File: src/rtl/ram_burst_master_pkg.sv
// Shared types and default widths for the RAM burst master.
// Imported by the interface, the read FIFO and the top.
package ram_ctrl_pkg;

  localparam int AW_DEF = 3;
  localparam int DW_DEF = 32;
  localparam int LW_DEF = 3;

  typedef enum logic [1:0] {
    ST_IDLE,
    ST_WR,
    ST_RD,
    ST_DRAIN
  } state_t;

endpackage

File: src/rtl/ram_burst_master_if.sv
// Command, write-data, read-data and status channels of the burst master.
// master = burst master side, slave = client side.
interface ram_burst_master_if
  import ram_ctrl_pkg::*;
#(
  parameter int AWIDTH = AW_DEF,
  parameter int DWIDTH = DW_DEF,
  parameter int LWIDTH = LW_DEF
);

  logic              cmd_valid;
  logic              cmd_ready;
  logic              cmd_we;
  logic [AWIDTH-1:0] cmd_addr;
  logic [LWIDTH-1:0] cmd_len;
  logic              wr_valid;
  logic              wr_ready;
  logic [DWIDTH-1:0] wr_data;
  logic              rd_valid;
  logic              rd_ready;
  logic [DWIDTH-1:0] rd_data;
  logic              busy;
  logic              done;

  modport master (
    input  cmd_valid, cmd_we, cmd_addr, cmd_len,
    input  wr_valid, wr_data, rd_ready,
    output cmd_ready, wr_ready, rd_valid, rd_data,
    output busy, done
  );

  modport slave (
    output cmd_valid, cmd_we, cmd_addr, cmd_len,
    output wr_valid, wr_data, rd_ready,
    input  cmd_ready, wr_ready, rd_valid, rd_data,
    input  busy, done
  );

endinterface

File: src/rtl/ram_rd_skid_fifo.sv
// Two-entry read buffer absorbing RAM latency and downstream stalls.
// Push and pop may happen together, including when full.
module ram_rd_skid_fifo
  import ram_ctrl_pkg::*;
#(
  parameter int DWIDTH = DW_DEF
) (
  input  logic              clock,
  input  logic              reset,
  input  logic              push,
  input  logic [DWIDTH-1:0] din,
  input  logic              pop,
  output logic [DWIDTH-1:0] dout,
  output logic [1:0]        count
);

  logic [DWIDTH-1:0] r_mem [2];
  logic              r_wp;
  logic              r_rp;
  logic [1:0]        r_count;
  logic              w_pop;
  logic              w_push;

  assign w_pop  = pop & (r_count != 2'd0);
  assign w_push = push & ((r_count != 2'd2) | w_pop);

  always_ff @(posedge clock or posedge reset) begin
    if (reset) begin
      r_mem[0] <= '0;
      r_mem[1] <= '0;
      r_wp     <= 1'b0;
      r_rp     <= 1'b0;
      r_count  <= 2'd0;
    end else begin
      if (w_push) begin
        r_mem[r_wp] <= din;
        r_wp        <= ~r_wp;
      end
      if (w_pop) begin
        r_rp <= ~r_rp;
      end
      r_count <= r_count + {1'b0, w_push} - {1'b0, w_pop};
    end
  end

  assign dout  = r_mem[r_rp];
  assign count = r_count;

endmodule

File: src/rtl/ram_burst_master.sv
// Burst initiator for a single-port RAM with one-cycle read latency.
// Streams write beats straight to the RAM; reads go through a 2-deep buffer.
module ram_burst_master
  import ram_ctrl_pkg::*;
#(
  parameter int AWIDTH = AW_DEF,
  parameter int DWIDTH = DW_DEF,
  parameter int LWIDTH = LW_DEF
) (
  input  logic                clock,
  input  logic                reset,
  ram_burst_master_if.master  bus,
  output logic [AWIDTH-1:0]   ram_addr,
  output logic [DWIDTH-1:0]   ram_din,
  output logic                ram_we,
  input  logic [DWIDTH-1:0]   ram_dout
);

  localparam logic [LWIDTH:0] REM_ONE = 1;

  state_t            r_state;
  logic [AWIDTH-1:0] r_addr;
  logic [LWIDTH:0]   r_rem;
  logic              r_inflight;
  logic              r_done;
  logic [DWIDTH-1:0] r_din;

  logic [1:0]        w_cnt;
  logic [2:0]        w_occ;
  logic              w_pop;
  logic              w_issue;
  logic              w_wbeat;
  logic              w_drained;

  assign w_pop   = bus.rd_valid & bus.rd_ready;
  assign w_wbeat = (r_state == ST_WR) & bus.wr_valid;

  // Occupancy the buffer will have once this cycle's pop retires.
  assign w_occ = {1'b0, w_cnt} + {2'b00, r_inflight}
               - {2'b00, w_pop};

  assign w_issue = (r_state == ST_RD) & (r_rem != '0)
                 & (w_occ < 3'd2);

  assign w_drained = ~r_inflight
                   & ((w_cnt == 2'd0)
                   | ((w_cnt == 2'd1) & w_pop));

  always_ff @(posedge clock or posedge reset) begin
    if (reset) begin
      r_state    <= ST_IDLE;
      r_addr     <= '0;
      r_rem      <= '0;
      r_inflight <= 1'b0;
      r_done     <= 1'b0;
      r_din      <= '0;
    end else begin
      r_done     <= 1'b0;
      r_inflight <= w_issue;
      unique case (r_state)
        ST_IDLE: begin
          if (bus.cmd_valid) begin
            r_addr  <= bus.cmd_addr;
            r_rem   <= {1'b0, bus.cmd_len} + REM_ONE;
            r_state <= bus.cmd_we ? ST_WR : ST_RD;
          end
        end
        ST_WR: begin
          if (bus.wr_valid) begin
            r_addr <= r_addr + 1'b1;
            r_rem  <= r_rem - REM_ONE;
            r_din  <= bus.wr_data;
            if (r_rem == REM_ONE) begin
              r_state <= ST_IDLE;
              r_done  <= 1'b1;
            end
          end
        end
        ST_RD: begin
          if (w_issue) begin
            r_addr <= r_addr + 1'b1;
            r_rem  <= r_rem - REM_ONE;
            if (r_rem == REM_ONE) begin
              r_state <= ST_DRAIN;
            end
          end
        end
        ST_DRAIN: begin
          if (w_drained) begin
            r_state <= ST_IDLE;
            r_done  <= 1'b1;
          end
        end
        default: r_state <= ST_IDLE;
      endcase
    end
  end

  ram_rd_skid_fifo #(
    .DWIDTH (DWIDTH)
  ) u_fifo (
    .clock (clock),
    .reset (reset),
    .push  (r_inflight),
    .din   (ram_dout),
    .pop   (w_pop),
    .dout  (bus.rd_data),
    .count (w_cnt)
  );

  // Gated by reset so the command port stays closed while held.
  assign bus.cmd_ready = (r_state == ST_IDLE) & ~reset;
  assign bus.wr_ready  = (r_state == ST_WR);
  assign bus.busy      = (r_state != ST_IDLE);
  assign bus.done      = r_done;
  assign bus.rd_valid  = (w_cnt != 2'd0);

  assign ram_addr = r_addr;
  assign ram_we   = w_wbeat;
  assign ram_din  = (r_state == ST_WR) ? bus.wr_data : r_din;

endmodule
File: src/flat_wrapper.sv
// flat-port wrapper written by rule: the top's interface ports become plain ports
module ram_burst_master_flat import ram_ctrl_pkg::*;
#(
  parameter int AWIDTH = AW_DEF,
  parameter int DWIDTH = DW_DEF,
  parameter int LWIDTH = LW_DEF
)
  (clock, reset, ram_addr, ram_din, ram_we, ram_dout, bus_cmd_valid, bus_cmd_we, bus_cmd_addr, bus_cmd_len, bus_wr_valid, bus_wr_data, bus_rd_ready, bus_cmd_ready, bus_wr_ready, bus_rd_valid, bus_rd_data, bus_busy, bus_done);
  ram_burst_master_if #(.AWIDTH(AWIDTH), .DWIDTH(DWIDTH), .LWIDTH(LWIDTH)) bus_i ();
  input  logic clock;
  input  logic reset;
  output logic [AWIDTH-1:0] ram_addr;
  output logic [DWIDTH-1:0] ram_din;
  output logic ram_we;
  input  logic [DWIDTH-1:0] ram_dout;
  input wire logic [$bits(bus_i.cmd_valid)-1:0] bus_cmd_valid;
  input wire logic [$bits(bus_i.cmd_we)-1:0] bus_cmd_we;
  input wire logic [$bits(bus_i.cmd_addr)-1:0] bus_cmd_addr;
  input wire logic [$bits(bus_i.cmd_len)-1:0] bus_cmd_len;
  input wire logic [$bits(bus_i.wr_valid)-1:0] bus_wr_valid;
  input wire logic [$bits(bus_i.wr_data)-1:0] bus_wr_data;
  input wire logic [$bits(bus_i.rd_ready)-1:0] bus_rd_ready;
  output wire logic [$bits(bus_i.cmd_ready)-1:0] bus_cmd_ready;
  output wire logic [$bits(bus_i.wr_ready)-1:0] bus_wr_ready;
  output wire logic [$bits(bus_i.rd_valid)-1:0] bus_rd_valid;
  output wire logic [$bits(bus_i.rd_data)-1:0] bus_rd_data;
  output wire logic [$bits(bus_i.busy)-1:0] bus_busy;
  output wire logic [$bits(bus_i.done)-1:0] bus_done;
  assign bus_i.cmd_valid = bus_cmd_valid;
  assign bus_i.cmd_we = bus_cmd_we;
  assign bus_i.cmd_addr = bus_cmd_addr;
  assign bus_i.cmd_len = bus_cmd_len;
  assign bus_i.wr_valid = bus_wr_valid;
  assign bus_i.wr_data = bus_wr_data;
  assign bus_i.rd_ready = bus_rd_ready;
  assign bus_cmd_ready = bus_i.cmd_ready;
  assign bus_wr_ready = bus_i.wr_ready;
  assign bus_rd_valid = bus_i.rd_valid;
  assign bus_rd_data = bus_i.rd_data;
  assign bus_busy = bus_i.busy;
  assign bus_done = bus_i.done;
  ram_burst_master #(.AWIDTH(AWIDTH), .DWIDTH(DWIDTH), .LWIDTH(LWIDTH)) u_core (.clock(clock), .reset(reset), .bus(bus_i), .ram_addr(ram_addr), .ram_din(ram_din), .ram_we(ram_we), .ram_dout(ram_dout));
endmodule
File: config.mk
export PLATFORM = sky130hd
export DESIGN_NAME = ram_burst_master_flat
export DESIGN_NICKNAME = d
export VERILOG_FILES = /design/src/rtl/ram_burst_master_pkg.sv /design/src/rtl/ram_burst_master_if.sv /design/src/rtl/ram_rd_skid_fifo.sv /design/src/rtl/ram_burst_master.sv /design/src/flat_wrapper.sv
export SDC_FILE = /design/constraint.sdc
export NUM_CORES = 1
export LEC_CHECK = 0
export BUFFER_PORTS_ARGS = -buffer_cell sky130_fd_sc_hd__buf_2
export CAP_MARGIN = 20
export CORE_ASPECT_RATIO = 1.75
export CORE_MARGIN = 2
export CORE_UTILIZATION = 38
export CTS_CLUSTER_SIZE = 10
export DETAILED_ROUTE_END_ITERATION = 10
export GPL_TIMING_DRIVEN = 0
export SLEW_MARGIN = 20
export SYNTH_ARGS = -nofsm -noshare
export SYNTH_HDL_FRONTEND = slang
export SYNTH_HIERARCHICAL = 1
export SYNTH_SLANG_ARGS = --single-unit
File: constraint.sdc
create_clock -name clock -period 3.61 [get_ports clock]
set_input_delay 0.1805 -clock clock [delete_from_list [all_inputs] [get_ports clock]]
set_output_delay 0.1805 -clock clock [all_outputs]
set_load 0.005 [all_outputs]
* Word level (Yosys, flattened, before mapping)
Index checks and enable logic that the tools add are counted.
** Operators by class
- Reductions and logical operators :: 10
- Magnitude comparators :: 4
- Add/subtract/negate cells :: 7
- Muxes and demuxes :: 27
- Bitwise logic cells :: 17
- Equal/unequal tests :: 12
** Operator list (count)
- two-way mux 32 bit :: 5
- bitwise mux 64 bit :: 1
- demux 32 bit (select 1 bit) :: 1
- two-way mux 2 bit :: 7
- two-way mux 4 bit :: 3
- one-hot mux 4 bit (3 select lines) :: 1
- AND 1 bit :: 9
- two-way mux 3 bit :: 3
- one-hot mux 3 bit (3 select lines) :: 1
- != test 2 bit (second input constant) :: 4
- one-hot mux 2 bit (4 select lines) :: 1
- != test 2 x 1 -> 1 bit (second input constant) :: 3
- AND reduction 6 bit :: 1
- adder 3 x 1 -> 4 bit (second input constant) :: 1
- equality test 2 x 1 -> 1 bit (second input constant) :: 2
- equality test 2 bit (second input constant) :: 2
- equality test 4 x 1 -> 1 bit (second input constant) :: 1
- greater-or-equal comparator 2 bit (second input constant) :: 2
- zero test 2 bit :: 2
- inverter 1 bit :: 4
- inverter 1 -> 2 bit :: 2
- AND reduction 4 bit :: 1
- nonzero test 2 bit :: 2
- nonzero test 4 bit :: 1
- other kinds (14) :: 17
** Storage, ports and cells
- Output and inout bits :: 73
- Flip-flop bits (word level) :: 111
- Input port bits :: 76
- Word-level logic and storage cells :: 88

* Depth between registers and ports, before layout
- Word-level depth :: 7
- Depth in mapped cells :: 10
- Mapped depth without buffers :: 9

* Cells and area by module
Netlist, hierarchy kept.
** Modules (own cells, without submodules)
- ram_rd_skid_fifo :: area an instance 3065.4 µm², instances 1, cells each 203, seq. area each 1701.6 µm²
- ram_burst_master :: area an instance 2429.8 µm², instances 1, cells each 200, seq. area each 1076.0 µm²

* Worst setup path after synthesis
Ideal clock, no wire load.
- Kind :: reg2reg
- From :: reg u_core.u_fifo.r_count[1], in the netlist u_core/u_fifo/count[1]
- To :: reg u_core.r_addr[0], in the netlist u_core/ram_addr[0]
- Library setup time :: 130 ps
- Stages on the path, launching flop included :: 11
- Arrival :: 2701 ps
- Period minus slack after synthesis :: 2831 ps
- Data required time :: 3480 ps
- Slack :: 779 ps
- Buffers on the path :: 1
- Cell sequence :: dfrtp_1 or2_2 and2_1 ha_1 nand2b_1 fa_1 inv_1 o31ai_2 and2_0 buf_2 a31oi_1
** Between the ends
- Cells in the longest elaborated chain, start to end :: 7
- Elaborated cells on any way between the ends :: 8
- Those cells by class :: add/sub: 2; order compare: 1; eq/ne: 1; bitwise: 2; reduce/logical: 2
** Ends and longest elaborated chain
- from (decl) :: RTL line ram_rd_skid_fifo.sv:20 : logic [1:0] r_count;
- from (signal assigned) :: RTL line ram_rd_skid_fifo.sv:42 : r_count <= r_count + {1'b0, w_push} - {1'b0, w_pop};
- nonzero test 2 bit :: RTL line ram_burst_master.sv:116 : assign bus.rd_valid = (w_cnt != 2'd0);
- via bus_rd_valid :: RTL line flat_wrapper.sv:25 : output wire logic [$bits(bus_i.rd_valid)-1:0] bus_rd_valid;
- AND 1 bit :: RTL line ram_burst_master.sv:35 : assign w_pop = bus.rd_valid & bus.rd_ready;
- via u_core.w_pop :: RTL line ram_burst_master.sv:30 : logic w_pop;
- subtractor 3 x 1 -> 3 bit :: RTL line ram_burst_master.sv:40 : - {2'b00, w_pop};
- less-than comparator 3 x 2 -> 1 bit :: RTL line ram_burst_master.sv:43 : & (w_occ < 3'd2);
- AND 1 bit :: RTL line ram_burst_master.sv:43
- != test 2 x 1 -> 1 bit (no source line)
- AND reduction 4 bit (no source line)
- to (signal assigned) :: RTL line ram_burst_master.sv:63 : r_addr <= bus.cmd_addr;
- to (signal assigned) :: RTL line ram_burst_master.sv:70 : r_addr <= r_addr + 1'b1;
- to (signal assigned) :: RTL line ram_burst_master.sv:81 : r_addr <= r_addr + 1'b1;
- to (decl) :: RTL line ram_burst_master.sv:22 : logic [AWIDTH-1:0] r_addr;
The timed path passes the listed nets, and every way through them passes these cells.
A chain may end at the register's enable or synchronous reset.

* Worst setup path after layout
- From :: reg u_core.u_fifo.r_count[1], in the netlist u_core/u_fifo/count[1]
- To :: reg u_core.r_rem[1]
** Between the ends
- Cells in the longest elaborated chain, start to end :: 7
- Elaborated cells on any way between the ends :: 8
- Those cells by class :: add/sub: 2; order compare: 1; eq/ne: 1; bitwise: 2; reduce/logical: 2
** Ends and longest elaborated chain
- nonzero test 2 bit :: RTL line ram_burst_master.sv:116
- AND 1 bit :: RTL line ram_burst_master.sv:35
- via u_core.w_pop :: RTL line ram_burst_master.sv:30
- subtractor 3 x 1 -> 3 bit :: RTL line ram_burst_master.sv:40
- less-than comparator 3 x 2 -> 1 bit :: RTL line ram_burst_master.sv:43
- AND 1 bit :: RTL line ram_burst_master.sv:43
- != test 2 x 1 -> 1 bit (no source line)
- AND reduction 4 bit (no source line)
- to (signal assigned) :: RTL line ram_burst_master.sv:64 : r_rem <= {1'b0, bus.cmd_len} + REM_ONE;
- to (signal assigned) :: RTL line ram_burst_master.sv:71 : r_rem <= r_rem - REM_ONE;
- to (signal assigned) :: RTL line ram_burst_master.sv:82 : r_rem <= r_rem - REM_ONE;
- to (decl) :: RTL line ram_burst_master.sv:23 : logic [LWIDTH:0] r_rem;
The timed path passes the listed nets, and every way through them passes these cells.

==> results.yml <==
synth:
  ys.flop_type: "dfrtp_1"
  synth_nets: 492
  yosysTopAreaCellShare_pct: 50.5
  ys_types: 43
  synth_area_leaders: "dfrtp_1, mux2_2, mux2_1"
  synthArstFlopShare_pct: 100
  synth-seq-area-share_pct: 50.5
  synth_edf_count: 0
  synth_area_per_cell_um2: 13.6
  yosysWarnings: 6
  syn-cell-area_um2: 5500
  synthCells: 403
  ys_ff_latch: 111
  synth_area_leader_cell: "dfrtp_1"
cts:
  cts_buffers: 9
  clkSinkCount: 111
  post-cts-setup-buffers: 0
  cts_resized: 0
  cts_root_buf: "clkbuf_16"
  path_clk_slew_ns: 0.08
  ctsLongestPathBuffers: 2
  cts_tree: "yes"
  htree_levels: 3
  insertion_delay_ns: 0.35
timing:
  max_slew.worst_pin.slew_ns: 0.618
  rsz0062_at_grt: "false"
  finalHoldViolCount: 0
  clock_skew_ns: 0.0123
  drv_slew: 0
  slew_headroom_pct: 58.8
  fin_crit_sh_pct: 87.4
  period_needed_ns: 3.15
  final.setup.tns_ns: 0
  fin_ws_ns: 0.455
  setup_viol: 0
  fmax_mhz: 317
layout:
  drive_above_1_share_pct: 55.8
  antenna_cells: 0
  final_cell_area_um2: 6800
  nets: 654
  syn_to_final_growth_pct: 23.7
  fill_cells: 1348
critical_path:
  ff2ff_setup_slack_ns: 0.46
  critPathLaunchType: "flip-flop"
  rr_worst_depth: 10
  required_ns: 3.83
  timing_worst_setup_path_type: "flip-flop to flip-flop"
  arrival_ns: 3.38
  r2r_start: "u_core/u_fifo/count[1]"
  cp-end-kind: "flip-flop"
  cp_max_fo: 8
  r2r_end: "u_core/r_rem[1]"
pwr:
  ir_drop_mv: 0.452
  seqPwrFrac_pct: 36.3
  internal-power_w: 0.00404
  p_leak_nw: 3.23
  switchingPower_w: 0.00207
  swShare_pct: 33.9
  pwr-share-comb_pct: 48.1
  power_density_nw_per_um2: 900
  clockPowerShare_pct: 15.6
grt:
  grt_pass1_wl_mm: 19.0
  antenna_found_initial: 1
  grt_max_degree: 43
  gr-total-overflow: 0
  grt_usage_pct: 15.7
  grt_pass1_vias: 4045
route:
  wl_mm: 11.8
  antenna_left: 0
  via_per_inst: 4.96
  vias: 3719
  wl_per_cell_um: 15.7
  drtIter0Drc: 51
  drc: 0
  dr.pass1.iters: 4
place:
  post-place-ws_ns: 0.454
  place_hpwl_mm: 8.83
  placed_cell_area_um2: 6500
  gp_congestion: 0.752
  io_buffer_count: 148
job:
  maxCapViolCount: 0
floorplanning:
  floorplan.die_area_um2: 15500
  fp-row-count: 58
  ios: 149
  fp.coreArea_um2: 14200
  initial_utilization_pct: 38.6
  fp.dieW_um: 94.9
  die_h_um: 163
worst_hold_path:
  hold_class: "input pin to flip-flop"
  holdPathEnd: "u_core/u_fifo/r_mem[51]"
  hp-start: "ram_dout[19]"
  hold_depth: 2
status:
  status: "complete, no violations"
-- power by group through the flow --
stage,logic [W],registers [W],clock network (W)
CTS,0.00301,0.00223,0.000992
global route,0.00327,0.00231,0.00104
global placement,0.00293,0.00220,0
floorplan,0.00207,0.00214,0
finish,0.00294,0.00222,0.000953
detailed placement,0.00299,0.00225,0
-- cells in the mapped netlist (3+ instances only) --
master and number:
a21oi_1 7, a31oi_1 7, buf_2 14, dfrtp_1 111
ha_1 12, inv_1 20, mux2_1 31, mux2_2 104
mux2_4 16, nand2_1 13, nand2b_1 7, nand3_1 3
nor2_1 4, o21ai_0 10, o22ai_1 3, o2bb2ai_1 4
or2_2 3, xnor2_1 3, xor2_1 3
-- critical path: stages, from the launching register on --
cell and delay [ns]:
dfrtp_1 0.48, or2_2 0.32, and2_1 0.21, ha_1 0.27, nand2b_1 0.15, fa_1 0.48
inv_1 0.08, o31ai_2 0.55, and2_0 0.19, buf_2 0.18, o21ai_0 0.10
-- cells by family (layout without fill, tap and decap cells) --
group	after synthesis	count (layout)	synth area share (%)
buf+inv	40	207	3.85
compound gates	38	38	4.55
flops	111	111	50.5
mux	153	153	32.4
fa+ha+maj	13	13	3.10
xor+xnor	6	6	0.956
simple gates	42	42	4.60
-- flip-flops by register name, summed over array words and instances (netlist names) --
name and count:
u_core/bus.done 1, u_core/r_din 32, u_core/r_inflight 1, u_core/r_rem 4
u_core/r_state 2, u_core/ram_addr 3, u_core/u_fifo/count 2, u_core/u_fifo/r_mem 64
u_core/u_fifo/r_rp 1, u_core/u_fifo/r_wp 1
-- final cells by class --
| class | count | area (µm²) | share of cell area, % |
|---|---|---|---|
| clock inverter | 7 | 56.3 | 0.829 |
| clock buffer | 9 | 225 | 3.31 |
| sequential | 111 | 2780 | 40.9 |
| buffer | 20 | 136 | 2.01 |
| multi-input combinational | 252 | 2510 | 36.9 |
| inverter | 20 | 77.6 | 1.14 |
| tap | 180 | 225 | 3.31 |
| timing repair buffer | 151 | 791 | 11.6 |
-- how the worst max path moves through the flow --
stage | from | endpoint | slack, ns
global route | u_core/u_fifo/count[1] | u_core/r_rem[1] | 0.26
global placement | u_core/u_fifo/count[1] | u_core/ram_addr[0] | 0.51
CTS | u_core/u_fifo/count[1] | u_core/r_rem[1] | 0.44
detailed placement | u_core/u_fifo/count[1] | u_core/r_rem[1] | 0.45
finish | u_core/u_fifo/count[1] | u_core/r_rem[1] | 0.46
floorplan | u_core/u_fifo/count[1] | u_core/ram_addr[0] | 0.78
-- per-stage QoR --
step | cells | power, W | utilization (%) | hold slack [ns]
6_report | 750 | 0.00612 | 47.8 | 0.0631
5_1_grt | 750 | 0.00662 | 47.8 | 0.0502
4_1_cts | 750 | 0.00623 | 47.8 | 0.0480
3_5_place_dp | 733 | 0.00524 | 45.7 | 0.228
3_3_place_gp | 731 | 0.00514 | 45.4 | 0.413
2_1_floorplan | 403 | 0.00421 | - | 0.315
-- layer usage --
| metal | share of wire (%) | track usage, % |
|---|---|---|
| met5 | 0 | 0 |
| met4 | 1.4 | 5.20 |
| met1 | 37 | 16.5 |
| met2 | 53 | 28.7 |
| met3 | 8.0 | 5.21 |
-- layout by cell type (no fill, tap or decap), types with 2 or more instances in the layout --
| cell | instances |
|---|---|
| nand3_1 | 3 |
| o2bb2ai_1 | 4 |
| a21oi_1 | 7 |
| buf_2 | 162 |
| nand2b_1 | 7 |
| mux2_2 | 104 |
| clkbuf_16 | 9 |
| buf_12 | 4 |
| o21ai_0 | 10 |
| ha_1 | 12 |
| mux2i_1 | 2 |
| dfrtp_1 | 111 |
| xor2_1 | 3 |
| mux2_4 | 16 |
| clkinvlp_4 | 3 |
| xnor2_1 | 3 |
| nor3b_2 | 2 |
| inv_1 | 18 |
| or2_2 | 3 |
| nand2_1 | 13 |
| mux2_1 | 31 |
| a31oi_1 | 7 |
| clkbuf_1 | 2 |
| o22ai_1 | 3 |
| nor2_1 | 4 |
-- what timing repair did --
item / in CTS / in global routing
hold buffers: 1 / 0
endpoints found under the hold margin: 41 / 0
endpoints found under the setup margin: 0 / 0
(Power assumes the default switching activity.)
